<file path="config.mk">
export PLATFORM = sky130hd
export DESIGN_NAME = mem_arbiter
export DESIGN_NICKNAME = d
export VERILOG_FILES = /design/src/rtl/mem_arbiter_pkg.sv /design/src/rtl/mem_arb_rr_pick.sv /design/src/rtl/mem_arbiter.sv
export SDC_FILE = /design/constraint.sdc
export NUM_CORES = 1
export LEC_CHECK = 0
export CAP_MARGIN = 20
export CELL_PAD_IN_SITES_DETAIL_PLACEMENT = 0
export CELL_PAD_IN_SITES_GLOBAL_PLACEMENT = 1
export CORE_AREA = 2 2 334 336
export DETAILED_ROUTE_END_ITERATION = 6
export DIE_AREA = 0 0 336 338
export GPL_TIMING_DRIVEN = 0
export PLACE_DENSITY = 0.38
export SYNTH_ARGS = -nofsm -noshare
export SYNTH_HDL_FRONTEND = slang
export SYNTH_SLANG_ARGS = --single-unit
</file>
<file path="constraint.sdc">
create_clock -name clk -period 15.6 [get_ports clk]
set_input_delay 4.68 -clock clk [delete_from_list [all_inputs] [get_ports clk]]
set_output_delay 4.68 -clock clk [all_outputs]
set_load 0.005 [all_outputs]
</file>
<file path="src/rtl/mem_arbiter_pkg.sv">
// Shared types and constants for the two-cache slow-memory arbiter.
package mem_arbiter_pkg;

  localparam int ADDR_W = 28;
  localparam int DATA_W = 128;

  typedef enum logic [1:0] {
    IDLE    = 2'd0,
    SERVE_I = 2'd1,
    SERVE_D = 2'd2
  } arb_state_t;

  typedef enum logic {
    REQ_I = 1'b0,
    REQ_D = 1'b1
  } req_id_t;

  function automatic arb_state_t serve_state(input req_id_t id);
    return (id == REQ_D) ? SERVE_D : SERVE_I;
  endfunction

endpackage

</file>
<file path="src/rtl/mem_arb_rr_pick.sv">
// Two-way request picker: fixed D priority or alternate against the last grant.
module mem_arb_rr_pick
  import mem_arbiter_pkg::*;
#(
  parameter int FIXED_PRI = 0
) (
  input  logic    pend_i,
  input  logic    pend_d,
  input  req_id_t last_grant,
  output req_id_t grant,
  output logic    grant_valid
);

  // choose the winner among the pending requesters
  always_comb begin
    grant       = REQ_I;
    grant_valid = 1'b0;
    case ({pend_d, pend_i})
      2'b01: begin
        grant       = REQ_I;
        grant_valid = 1'b1;
      end
      2'b10: begin
        grant       = REQ_D;
        grant_valid = 1'b1;
      end
      2'b11: begin
        grant_valid = 1'b1;
        if (FIXED_PRI != 0) begin
          grant = REQ_D;
        end else if (last_grant == REQ_I) begin
          grant = REQ_D;
        end else begin
          grant = REQ_I;
        end
      end
      default: begin
        grant       = REQ_I;
        grant_valid = 1'b0;
      end
    endcase
  end

endmodule

</file>
<file path="src/rtl/mem_arbiter.sv">
// Arbitrates the I-cache and D-cache line ports onto one unified slow memory,
// holding each grant until mem_ready and flagging over-long transactions.
module mem_arbiter
  import mem_arbiter_pkg::*;
#(
  parameter int FIXED_PRI = 0,
  parameter int TIMEOUT   = 1023
) (
  input  logic              clk,
  input  logic              rst,
  input  logic              i_read,
  input  logic              i_write,
  input  logic [ADDR_W-1:0] i_addr,
  input  logic [DATA_W-1:0] i_wdata,
  output logic [DATA_W-1:0] i_rdata,
  output logic              i_ready,
  input  logic              d_read,
  input  logic              d_write,
  input  logic [ADDR_W-1:0] d_addr,
  input  logic [DATA_W-1:0] d_wdata,
  output logic [DATA_W-1:0] d_rdata,
  output logic              d_ready,
  output logic              mem_read,
  output logic              mem_write,
  output logic [ADDR_W-1:0] mem_addr,
  output logic [DATA_W-1:0] mem_wdata,
  input  logic [DATA_W-1:0] mem_rdata,
  input  logic              mem_ready,
  output logic              timeout_err
);

  localparam int               CNT_W    = (TIMEOUT < 1) ? 1 : $clog2(TIMEOUT + 1);
  localparam logic [CNT_W-1:0] TO_LIMIT = CNT_W'(TIMEOUT);
  localparam bit               TO_EN    = (TIMEOUT > 0);

  arb_state_t        state_r;
  arb_state_t        state_next_s;
  req_id_t           last_grant_r;
  req_id_t           pick_s;
  logic              pick_valid_s;
  logic              grant_s;
  logic              serving_s;
  logic [ADDR_W-1:0] sel_addr_s;
  logic [DATA_W-1:0] sel_wdata_s;
  logic              sel_read_s;
  logic              sel_write_s;
  logic              mem_read_r;
  logic              mem_write_r;
  logic [ADDR_W-1:0] mem_addr_r;
  logic [DATA_W-1:0] mem_wdata_r;
  logic [CNT_W-1:0]  to_cnt_r;
  logic              timeout_err_r;

  mem_arb_rr_pick #(
    .FIXED_PRI (FIXED_PRI)
  ) u_pick (
    .pend_i      (i_read | i_write),
    .pend_d      (d_read | d_write),
    .last_grant  (last_grant_r),
    .grant       (pick_s),
    .grant_valid (pick_valid_s)
  );

  assign grant_s   = (state_r == IDLE) && pick_valid_s;
  assign serving_s = (state_r != IDLE);

  // state register
  always_ff @(posedge clk or posedge rst) begin
    if (rst) begin
      state_r <= IDLE;
    end else begin
      state_r <= state_next_s;
    end
  end

  // next-state logic: one IDLE cycle separates consecutive grants
  always_comb begin
    state_next_s = state_r;
    case (state_r)
      IDLE: begin
        if (pick_valid_s) begin
          state_next_s = serve_state(pick_s);
        end else begin
          state_next_s = IDLE;
        end
      end
      SERVE_I, SERVE_D: begin
        if (mem_ready) begin
          state_next_s = IDLE;
        end else begin
          state_next_s = state_r;
        end
      end
      default: state_next_s = IDLE;
    endcase
  end

  // outputs: only the served requester sees mem_ready
  always_comb begin
    i_ready = 1'b0;
    d_ready = 1'b0;
    case (state_r)
      SERVE_I: i_ready = mem_ready;
      SERVE_D: d_ready = mem_ready;
      default: begin
        i_ready = 1'b0;
        d_ready = 1'b0;
      end
    endcase
  end

  // select the winner's bundle; a simultaneous read and write is a write
  always_comb begin
    if (pick_s == REQ_D) begin
      sel_addr_s  = d_addr;
      sel_wdata_s = d_wdata;
      sel_write_s = d_write;
      sel_read_s  = d_read & ~d_write;
    end else begin
      sel_addr_s  = i_addr;
      sel_wdata_s = i_wdata;
      sel_write_s = i_write;
      sel_read_s  = i_read & ~i_write;
    end
  end

  // memory-side registers, latched once per grant and held through SERVE
  always_ff @(posedge clk or posedge rst) begin
    if (rst) begin
      mem_read_r   <= 1'b0;
      mem_write_r  <= 1'b0;
      mem_addr_r   <= '0;
      mem_wdata_r  <= '0;
      last_grant_r <= REQ_I;
    end else if (grant_s) begin
      mem_read_r   <= sel_read_s;
      mem_write_r  <= sel_write_s;
      mem_addr_r   <= sel_addr_s;
      mem_wdata_r  <= sel_wdata_s;
      last_grant_r <= pick_s;
    end else if (serving_s && mem_ready) begin
      mem_read_r   <= 1'b0;
      mem_write_r  <= 1'b0;
    end
  end

  // saturating wait counter; the error is sticky and never aborts the transfer
  always_ff @(posedge clk or posedge rst) begin
    if (rst) begin
      to_cnt_r      <= '0;
      timeout_err_r <= 1'b0;
    end else if (grant_s) begin
      to_cnt_r <= '0;
    end else if (TO_EN && serving_s && !mem_ready && (to_cnt_r != TO_LIMIT)) begin
      to_cnt_r <= to_cnt_r + CNT_W'(1);
      if ((to_cnt_r + CNT_W'(1)) == TO_LIMIT) begin
        timeout_err_r <= 1'b1;
      end
    end
  end

  assign mem_read    = mem_read_r;
  assign mem_write   = mem_write_r;
  assign mem_addr    = mem_addr_r;
  assign mem_wdata   = mem_wdata_r;
  assign timeout_err = timeout_err_r;
  assign i_rdata     = mem_rdata;
  assign d_rdata     = mem_rdata;

endmodule

</file>
# Word level (Yosys, flattened, before mapping)
# Cells that the tools add are included.
dict set report op_classes {
  add_sub_neg 1
  eq_ne 8
  mux 18
  bitwise 7
  n_reduce_logical 12
}
# cell count
set op_table {}
lappend op_table {{2-to-1 mux 128 bit} 1}
lappend op_table {{2-to-1 mux 28 bit} 1}
lappend op_table {{2-to-1 mux 10 bit} 2}
lappend op_table {{adder 10 x 1 -> 10 bit, second input constant} 1}
lappend op_table {{== test 10 bit, second input constant} 1}
lappend op_table {{!= test 10 bit, second input constant} 1}
lappend op_table {{2-to-1 mux 1 bit} 9}
lappend op_table {{== test 2 bit, second input constant} 3}
lappend op_table {{2-to-1 mux 2 bit} 3}
lappend op_table {{nonzero test 2 bit} 3}
lappend op_table {{== test 2 x 1 -> 1 bit, second input constant} 2}
lappend op_table {{logical AND 1 bit} 4}
lappend op_table {{one-hot mux 2 bit (2 select lines)} 1}
lappend op_table {{inverter 1 bit} 3}
lappend op_table {{AND reduction 3 bit} 1}
lappend op_table {{OR reduction 3 bit} 1}
lappend op_table {{bitwise AND 1 bit} 2}
lappend op_table {{logical NOT 2 bit} 1}
lappend op_table {{!= test 2 bit, second input constant} 1}
lappend op_table {{OR 1 bit} 2}
lappend op_table {{one-hot mux 1 bit (2 select lines)} 1}
lappend op_table {{OR reduction 2 bit} 1}
lappend op_table {{logical NOT 1 bit} 1}
dict set report totals {
  register_bits 172
  inputBits 447
  wordCells 54
}

# Logic depth before layout (Yosys ltp)
dict set report depth {
  ltp_word 7
  mapped_depth 9
}

# By module
# A second synthesis with hierarchy kept.
dict set report unflattened {
  cells_unflattened 1053
  area_unflattened_um2 10059.6
}
# mod n_inst cells_per_inst area_each_um2 seq_area_each_um2
set by_module_without_submodules {}
lappend by_module_without_submodules {mem_arbiter 1 1051 10045.9 4304.1}
lappend by_module_without_submodules {mem_arb_rr_pick 1 2 13.8 0.0}

# Worst setup path before layout
# OpenSTA, ideal clock, no wires.
dict set report synth_path {
  path_kind {input to output}
  from {in mem_ready}
  to {out d_ready}
  arrival_ns 4.823
  t_required_ns 10.920
  path_slack_ns 6.097
  path_stages 1
  cell_sequence {and2_1}
}
dict set report synth_via {
  elab_chain_len 1
}
# element line
set synth_rtl {}
lappend synth_rtl {{start, declared} mem_arbiter.sv:28} ;# input logic mem_ready,
lappend synth_rtl {{2-to-1 mux 1 bit} mem_arbiter.sv:102} ;# case (state_r)
lappend synth_rtl {{end, declared} mem_arbiter.sv:22} ;# output logic d_ready,
# Every way passes these cells.

# Worst setup path in the final report
dict set report layout_path {
  from {in mem_ready}
  to {out i_ready}
}
dict set report layout_via {
  elab_chain_len 1
}
# element line
set layout_rtl {}
lappend layout_rtl {{2-to-1 mux 1 bit} mem_arbiter.sv:102}
lappend layout_rtl {{end, declared} mem_arbiter.sv:16} ;# output logic i_ready,
# Every way passes these cells.

==> reports/metrics.cfg <==
[setup_path]
worstSetupStartpoint=mem_ready
worstPathMaxFanout=5
path_cells=clkdlybuf4s50_1 > and2_1 > clkdlybuf4s50_1
path_class=input pin to primary output
critPathTopFamily=buffers and inverters
crit_slowest_cell=clkdlybuf4s50_1
worstPathArrival_ns=5.97
reg2reg_from=last_grant_r$_DFFE_PP0N_
cpMostUsedCell=clkdlybuf4s50_1
crit_path_start_kind=input pin
crit_path_end_kind=primary output
crit_path_max_incr_delay_ns=0.56
crit_buf_inv=2
required_ns=10.92

[finish]
nets=2253
area_growth_pct=96.5
final-seq-area_um2=4300
fillers=12252
multi_input_area_um2=3540
drive_gt1_share_pct=18.7

[pwr]
p_leak_nw=8.37
vdd_drop_max_uv=61.9
power.density_nw_per_um2=135

[timing]
rsz0062_at_grt=no
maxSlewViolCount=0
finalCriticalPeriod_ns=10.65
setup_viol=0
tns_ns=0
worst_slack_ns=4.95
slew_headroom_pct=28.8
fmax_mhz=93.9
worst_clock_skew_ns=0.0135
fin_crit_sh_pct=68.3
hold_viol=0
worstMarginPinSlew_ns=1.04

[die]
die-height_um=338
die_w_um=336
row_count=122
io_pins=864
die-area_um2=114000
core_um2=110000
start_util_pct=9.25

[drt]
vias_per_cell=3.01
num_vias=9938
wl_per_cell_um=17.0
wl_um=56200
drt_iter0_drc=273
first_pass_iters=4
ant_nets=0
remaining_drc_errors=0

[synth]
ys_ff_latch=172
ys_types=48
netlist_instances=1046
syn_avg_cell_area_um2=9.73
synthesis.area_um2=10200
synth_warnings=0
synthesis.nets=1498
seq_area_frac_synth_pct=42.3

[global_routing]
grtUsageTotal_pct=9.43
antenna_found_initial=6
first_global_vias=10319
grt-ovfl-total=0
grt_pass1_wl_um=75300
grt_max_degree=94

[clocking]
hold_buffers=0
clockBufferDepth=2
cts_made_buffers=17
cts_tree=built
root_buffer=clkbuf_16
post_cts_buffers=0
htreeDepth=4
cts.sinks=172
clk_pin_slew_ns=0.07
clk_latency_ns=0.50
cts_resized=0

[worst_hold_path]
holdCritPathClass=flip-flop to flip-flop
hp-start=mem_wdata[31]$_DFFE_PP0N_

[place]
hpwlAfterDp_um=47500
gp_congestion=0.719
port-buffer-count=735
pre_cts_slack_ns=4.92

[status]
outcome=finished clean

[job]
cap_violations=0

-- through the flow --
stage | hold WS, ns | instance area, um2 | power, mW | std cells | util, %
5_1_grt | 0.506 | 20000 | 2.92 | 3302 | 18.2
2_1_floorplan | 0.460 | 10200 | 1.35 | 1046 | -
3_5_place_dp | 0.470 | 19400 | 2.34 | 3270 | 17.7
4_1_cts | 0.488 | 20000 | 2.81 | 3302 | 18.2
6_report | 0.477 | 20000 | 2.70 | 3303 | 18.2
3_3_place_gp | 0.465 | 19400 | 2.33 | 3269 | 17.6
-- logic make-up after synthesis --
group	Yosys count	share of synthesized area, %
adders and majority gates	5	0.615
DFF	172	42.3
buffers and inverters	318	22.9
and+or+nand+nor	201	8.25
AOI/OAI and AO/OA	188	9.93
xor gates and xnor gates	1	0.0861
muxes	161	15.9
-- sequential cells by signal, indices dropped and copies added (netlist names) --
register and flops:
mem_read 1, mem_wdata 128, last_grant_r 1, timeout_err 1, state_r 2, mem_addr 28, to_cnt_r 10, mem_write 1
-- routing by layer --
layer,wire length [um],global-route usage (%),up-vias,part of all wire [%]
met5,39,0,-,0.069
met4,694,2.31,6,1.2
met3,4670,3.66,30,8.3
met2,28900,16.8,467,51
met1,21900,10.5,4667,39
li1,-,-,4768,-
-- synthesized netlist by cell type (all sizes together) --
library cell	count	area, um2
a21boi	1	7.51
and2	3	20.0
nor4	1	12.5
a22o	3	27.5
o22ai	4	25.0
o31a	1	8.76
o2bb2ai	2	17.5
clkbuf	20	97.6
a21o	3	23.8
ha	5	62.6
a31o	1	8.76
buf	293	2220
a41o	1	10.0
o21a	1	7.51
nand3	7	47.6
nand4	3	18.8
o21ai	163	816
xnor2	1	8.76
nand2b	1	6.26
nor3	4	20.0
a22oi	1	7.51
and2b	1	7.51
nor2b	5	31.3
or2	2	12.5
inv	5	18.8
nor2	4	15.0
and4	1	8.76
and3	2	12.5
a21oi	3	15.0
dfrtp	172	4300
a32oi	1	8.76
a211oi	1	7.51
o31ai	2	20.0
mux2i	160	1600
mux2	1	15.0
nand2	167	627
-- cell usage in the layout (no fill, tap or decap), types with 5 or more instances in the layout --
master           netlist  routed
dfrtp_1              172     172
buf_4                283     283
nand3_1                6       6
nand2_1              167     167
clkdlybuf4s50_1        0     735
o21ai_0              163     163
mux2i_1              160     160
clkbuf_1              15      17
buf_2                  5       5
ha_1                   5       5
nor2b_1                5       5
clkbuf_16              0      17
-- report_power, final --
group          internal, mW  switching [mW]
logic                 0.760           0.712
registers             0.661           0.122
clock network         0.225           0.216
total                  1.65            1.05
-- path summary, 6_finish.rpt --
check,endpoint,slack (ns),cells after the start
min,mem_wdata[31]$_DFFE_PP0N_,0.48,2
max,i_ready,4.95,3
max in group asynchronous,to_cnt_r[9]$_DFFE_PP0P_,9.96,3
min in group asynchronous,mem_wdata[94]$_DFFE_PP0N_,4.71,2
max reg2reg,mem_wdata[26]$_DFFE_PP0N_,12.65,7
min reg2reg,mem_wdata[31]$_DFFE_PP0N_,0.48,2
-- cell type report --
type,instances,share of cell area (%)
timing repair buffer,736,36.9
sequential,172,21.5
multi-input combinational,556,17.7
buffer,313,11.6
tap,1488,9.31
clock buffer,20,2.23
clock inverter,12,0.576
inverter,5,0.131
antenna,1,0.0125
-- worst min-delay path, delay by kind of cell, from the launching register on --
kind	cells	cell delay, ns
AND/OR/NAND/NOR	1	0.05
flip-flops	1	0.34
AO/OA/AOI/OAI	1	0.06
No activity file was read; power rests on OpenSTA's default activity.
